**src/rtl/cpu_pkg.sv**
```systemverilog
// Shared LEGv8 datapath parameters: widths, control-bundle bit positions and ALUOp codes.
// Used by the control unit, the pipeline registers and the execute stage.
package cpu_pkg;

  localparam int BITSIZE = 64;
  localparam int REGSIZE = 32;
  localparam int RW      = $clog2(REGSIZE);
  localparam int CTRLW   = 9;

  // Control bundle layout: {RegWrite, MemRead, MemWrite, ALUSrc, MemtoReg, Branch, Uncond, ALUOp[1:0]}
  localparam int CTRL_REGWRITE = 8;
  localparam int CTRL_MEMREAD  = 7;
  localparam int CTRL_MEMWRITE = 6;
  localparam int CTRL_ALUSRC   = 5;
  localparam int CTRL_MEMTOREG = 4;
  localparam int CTRL_BRANCH   = 3;
  localparam int CTRL_UNCOND   = 2;
  localparam int CTRL_ALUOP_HI = 1;
  localparam int CTRL_ALUOP_LO = 0;

  localparam logic [1:0] ALUOP_LDST  = 2'b00;
  localparam logic [1:0] ALUOP_CBZ   = 2'b01;
  localparam logic [1:0] ALUOP_RTYPE = 2'b10;

  typedef enum logic {
    ST_LOAD   = 1'b0,
    ST_BUBBLE = 1'b1
  } id_ex_state_t;

endpackage

```
**src/rtl/hazard_detect.sv**
```systemverilog
// Load-use hazard detector: a load in execute whose destination feeds the instruction in decode.
// Purely combinational so any pipeline register in front of it can share the equation.
module hazard_detect
  import cpu_pkg::*;
(
  input  logic          ex_valid,
  input  logic          ex_mem_read,
  input  logic [RW-1:0] ex_rd,
  input  logic          id_valid,
  input  logic [RW-1:0] id_rn,
  input  logic [RW-1:0] id_rm,
  output logic          hazard
);

  // Both sources are compared regardless of format; a false stall only costs a cycle.
  always_comb begin
    hazard = ex_valid && ex_mem_read && (ex_rd != '0) && id_valid &&
             ((ex_rd == id_rn) || (ex_rd == id_rm));
  end

endmodule

```
**src/rtl/id_ex_stage.sv**
```systemverilog
// ID/EX pipeline register with same-cycle writeback bypass, load-use stall/bubble and flush.
// Bubbles and invalid slots always carry an all-zero control bundle.
module id_ex_stage
  import cpu_pkg::*;
(
  input  logic               clk,
  input  logic               rst,
  input  logic               id_valid,
  input  logic [RW-1:0]      id_rn,
  input  logic [RW-1:0]      id_rm,
  input  logic [RW-1:0]      id_rd,
  input  logic [BITSIZE-1:0] id_data1,
  input  logic [BITSIZE-1:0] id_data2,
  input  logic [BITSIZE-1:0] id_imm,
  input  logic [CTRLW-1:0]   id_ctrl,
  input  logic               wb_en,
  input  logic [RW-1:0]      wb_sel,
  input  logic [BITSIZE-1:0] wb_data,
  input  logic               flush,
  output logic               stall,
  output logic               ex_valid,
  output logic [BITSIZE-1:0] ex_data1,
  output logic [BITSIZE-1:0] ex_data2,
  output logic [BITSIZE-1:0] ex_imm,
  output logic [RW-1:0]      ex_rn,
  output logic [RW-1:0]      ex_rm,
  output logic [RW-1:0]      ex_rd,
  output logic [CTRLW-1:0]   ex_ctrl
);

  id_ex_state_t       state_q, state_d;
  logic               hazard;
  logic [BITSIZE-1:0] op_a, op_b;

  hazard_detect u_hazard_detect (
    .ex_valid    (ex_valid),
    .ex_mem_read (ex_ctrl[CTRL_MEMREAD]),
    .ex_rd       (ex_rd),
    .id_valid    (id_valid),
    .id_rn       (id_rn),
    .id_rm       (id_rm),
    .hazard      (hazard)
  );

  // A bubble clears MemRead, so BUBBLE can never be followed by a second stall.
  always_comb begin
    state_d = ST_LOAD;
    stall   = 1'b0;
    if (state_q == ST_LOAD && hazard) begin
      stall   = 1'b1;
      state_d = ST_BUBBLE;
    end
    if (flush) begin
      state_d = ST_LOAD;
    end
  end

  // X0 is hard-wired zero and never written, so it is excluded from bypass.
  always_comb begin
    op_a = id_data1;
    op_b = id_data2;
    if (wb_en && (wb_sel != '0) && (wb_sel == id_rn)) begin
      op_a = wb_data;
    end
    if (wb_en && (wb_sel != '0) && (wb_sel == id_rm)) begin
      op_b = wb_data;
    end
  end

  // On flush or stall only valid/control are cleared; data fields hold.
  always_ff @(posedge clk) begin
    if (rst) begin
      state_q  <= ST_LOAD;
      ex_valid <= 1'b0;
      ex_ctrl  <= '0;
      ex_data1 <= '0;
      ex_data2 <= '0;
      ex_imm   <= '0;
      ex_rn    <= '0;
      ex_rm    <= '0;
      ex_rd    <= '0;
    end else begin
      state_q <= state_d;
      if (flush || stall) begin
        ex_valid <= 1'b0;
        ex_ctrl  <= '0;
      end else begin
        ex_valid <= id_valid;
        ex_ctrl  <= id_valid ? id_ctrl : '0;
        ex_data1 <= op_a;
        ex_data2 <= op_b;
        ex_imm   <= id_imm;
        ex_rn    <= id_rn;
        ex_rm    <= id_rm;
        ex_rd    <= id_rd;
      end
    end
  end

endmodule

```
**config.mk**
```make
export PLATFORM = sky130hd
export DESIGN_NAME = id_ex_stage
export DESIGN_NICKNAME = d
export VERILOG_FILES = /design/src/rtl/cpu_pkg.sv /design/src/rtl/hazard_detect.sv /design/src/rtl/id_ex_stage.sv
export SDC_FILE = /design/constraint.sdc
export NUM_CORES = 1
export LEC_CHECK = 0
export ABC_CLOCK_PERIOD_IN_PS = 5500
export BUFFER_PORTS_ARGS = -buffer_cell sky130_fd_sc_hd__buf_2
export CORE_AREA = 10 10 192 194
export CTS_CLUSTER_DIAMETER = 60
export DETAILED_ROUTE_END_ITERATION = 10
export DIE_AREA = 0 0 202 204
export PLACE_DENSITY = 0.71
export SLEW_MARGIN = 20
export SYNTH_ARGS = -nofsm -noshare
export SYNTH_HDL_FRONTEND = slang
export SYNTH_SLANG_ARGS = --single-unit
```
**constraint.sdc**
```tcl
create_clock -name clk -period 5.5 [get_ports clk]
set_input_delay 0.825 -clock clk [delete_from_list [all_inputs] [get_ports clk]]
set_output_delay 0.825 -clock clk [all_outputs]
set_load 0.02 [all_outputs]
```
==> results.ini <==
[outcome]
status=complete, no violations

[sta]
relSlewSlack_pct=23.1
hold_violations=0
finalSetupTns_ns=0
fin_crit_sh_pct=58.0
drv_slew=0
tightest_slew_ns=1.15
min_period_ns=3.19
clock.fmax_mhz=314
setup_violations=0
fin_worst_skew_ns=0.0314
rsz0062_at_grt=no

[setup_path]
r2r_setup_slack_ns=2.35
worstSetupEndpointType=primary output
start_kind=register
worst-path-max-fanout=5
worstSetupPathType=register to primary output
cp.required_ns=4.68
worst_ep_arrival_time_ns=2.36

[global_routing]
use_met1_pct=24.8
antenna_found_initial=5
busiest_layer=met2
grt-ovfl-total=0
met2_usage_pct=36.8
grt_pass1_wl_um=72400
grt_max_degree=178
met3_usage_pct=7.51
grt_usage_pct=22.0
grt_pass1_vias=11900

[placed_design]
port_buffers=507
place.detailed.hpwl_um=34900
gp_congestion=0.938

[routing]
wl_per_cell_um=22.5
final_antenna_net_count=0
drc_errors=0
drt-pass1-iter-count=5
via_per_inst=5.47
drt-initial-drc-count=938
vias=11900
wirelength_um=48900

[logic_synthesis]
syn_nets=1591
syn_area_per_cell_um2=9.31
postSynthCellCount=1301
synthTopCellsByArea=dfxtp_1, mux2_2, nand2b_1
synth-seq-area-share_pct=36.0
synth_most_common_cell=dfxtp_1
synthFlopType=dfxtp_1
yosys_warnings=0
ys_seq_elements=218
synth.distinct_cells=31
synth_edf_count=0
yosysTopAreaCell=dfxtp_1
async_flop_share_pct=0
synthTopCellsByCount=dfxtp_1, nand2b_1, a21oi_1
netlist.area_leader.share_pct=36.0
synth_area_um2=12100

[power_and_ir_drop]
leakage_nw=6.89
ir_drop_uv=279
power_density_nw_per_um2=302

[cts]
post_cts_buffers=0
cts_buffers=28
clkTransAtPathRegs_ns=0.06
clock_latency_ns=0.56
clk_path_buf_depth=3
htreeDepth=1
ctsHoldBuffers=0
cts_resized=0
tritoncts=yes
cts.sinks=218
clk_root_buffer_cell=clkbuf_16

[cells_and_area]
layout-drive-gt1-share_pct=41.1
fin_nets=1993
synthToLayoutAreaGrowth_pct=28.6
postLayoutCoreUtil_pct=47.0

[floorplan]
rows=67
coreArea_um2=33100
fp.dieW_um=202
initial_core_util_pct=36.6
fp.dieH_um=204
io_pins=508
die-area_um2=41200

[job]
max_cap_viol_count=0

[hold_path]
hold_path_class=register to register

==> routing by layer <==
metal	vias up	routed length, um
li1	5487	-
met1	5570	18100
met3	116	5490
met4	4	2130
met5	-	27
met2	714	23100
==> flip-flops by register name (all words and copies together), names as in the netlist <==
| name | count |
|---|---|
| ex_rn | 5 |
| ex_ctrl | 9 |
| ex_imm | 64 |
| ex_valid | 1 |
| ex_data2 | 64 |
| ex_rm | 5 |
| ex_data1 | 64 |
| state_q | 1 |
| ex_rd | 5 |
==> layout make-up <==
| type | count | area (um^2) |
|---|---|---|
| Tap cell | 448 | 561 |
| Clock buffer | 38 | 810 |
| Timing Repair Buffer | 522 | 2720 |
| Multi-Input combinational cell | 933 | 6880 |
| Clock inverter | 12 | 226 |
| Fill cell | 3131 | 17500 |
| Sequential cell | 218 | 4360 |
| Antenna cell | 3 | 7.51 |
==> kinds of logic (layout without fill, tap and decap cells) <==
family | after synthesis | in the layout | synth area share [%]
xor+xnor | 20 | 20 | 1.45
buf+inv | 150 | 572 | 7.59
other cells | 0 | 3 | 0
flops | 218 | 218 | 36.0
mux | 207 | 207 | 18.4
simple gates | 443 | 443 | 22.8
compound gates | 263 | 263 | 13.7
==> placed cells by master (no fill, tap or decap), types with 2 or more instances in the layout <==
master     Yosys  final
a21oi_1      131    130
and2_1        12     10
and2_2         0      2
and2b_1        4      4
and3_2         0      2
buf_12         1      5
buf_2         40    506
buf_4         24     10
bufinv_16      0      6
clkbuf_1      58      4
clkbuf_16      0     29
clkbuf_8       0      5
clkinv_2       0      2
clkinv_4       0      2
dfxtp_1      218    218
diode_2        0      3
mux2_2       128    128
mux2i_1       79     79
nand2_1        4      3
nand2_2        1      2
nand2b_1     158    158
nand3_1        4      2
nand3_4        0      2
nand4_1      128    128
nor2_1         2      2
nor2b_1      124    124
o31ai_1      128    128
xnor2_1       20     20
==> critical path: stages (launching register included) <==
cell	delay [ns]
dfxtp_1	0.49
xnor2_1	0.16
nand3_1	0.11
o22ai_1	0.61
and2_1	0.26
buf_2	0.18
==> where the power goes <==
group | switching (mW) | internal, mW | total (mW)
logic | 0.574 | 0.340 | 0.915
clock network | 0.744 | 1.31 | 2.05
registers | 0.0554 | 1.68 | 1.74
total | 1.37 | 3.33 | 4.70
==> worst paths after layout <==
check	cells past startpoint	from	to
hold / removal	2	ex_imm[34]$_SDFFE_PP0N_	ex_imm[34]$_SDFFE_PP0N_
setup / recovery	5	ex_rd[0]$_SDFFE_PP0N_	stall
hold reg to reg	2	ex_imm[34]$_SDFFE_PP0N_	ex_imm[34]$_SDFFE_PP0N_
setup reg to reg	6	ex_rd[0]$_SDFFE_PP0N_	ex_data1[43]$_SDFFE_PP0N_
==> through the flow <==
stage / setup WS, ns / hold WS (ns) / total power, mW / instances / instance area (um^2)
finish: 2.31 / 0.471 / 4.70 / 2174 / 15600
global route: 2.17 / 0.472 / 4.87 / 2173 / 15600
CTS: 2.23 / 0.456 / 4.74 / 2171 / 15600
detailed placement: 1.89 / 0.457 / 2.68 / 2121 / 14500
global placement: 1.95 / 0.455 / 2.67 / 2121 / 14500
floorplan: 3.11 / 0.546 / 2.33 / 1301 / 12100
(Power assumes the default switching activity.)
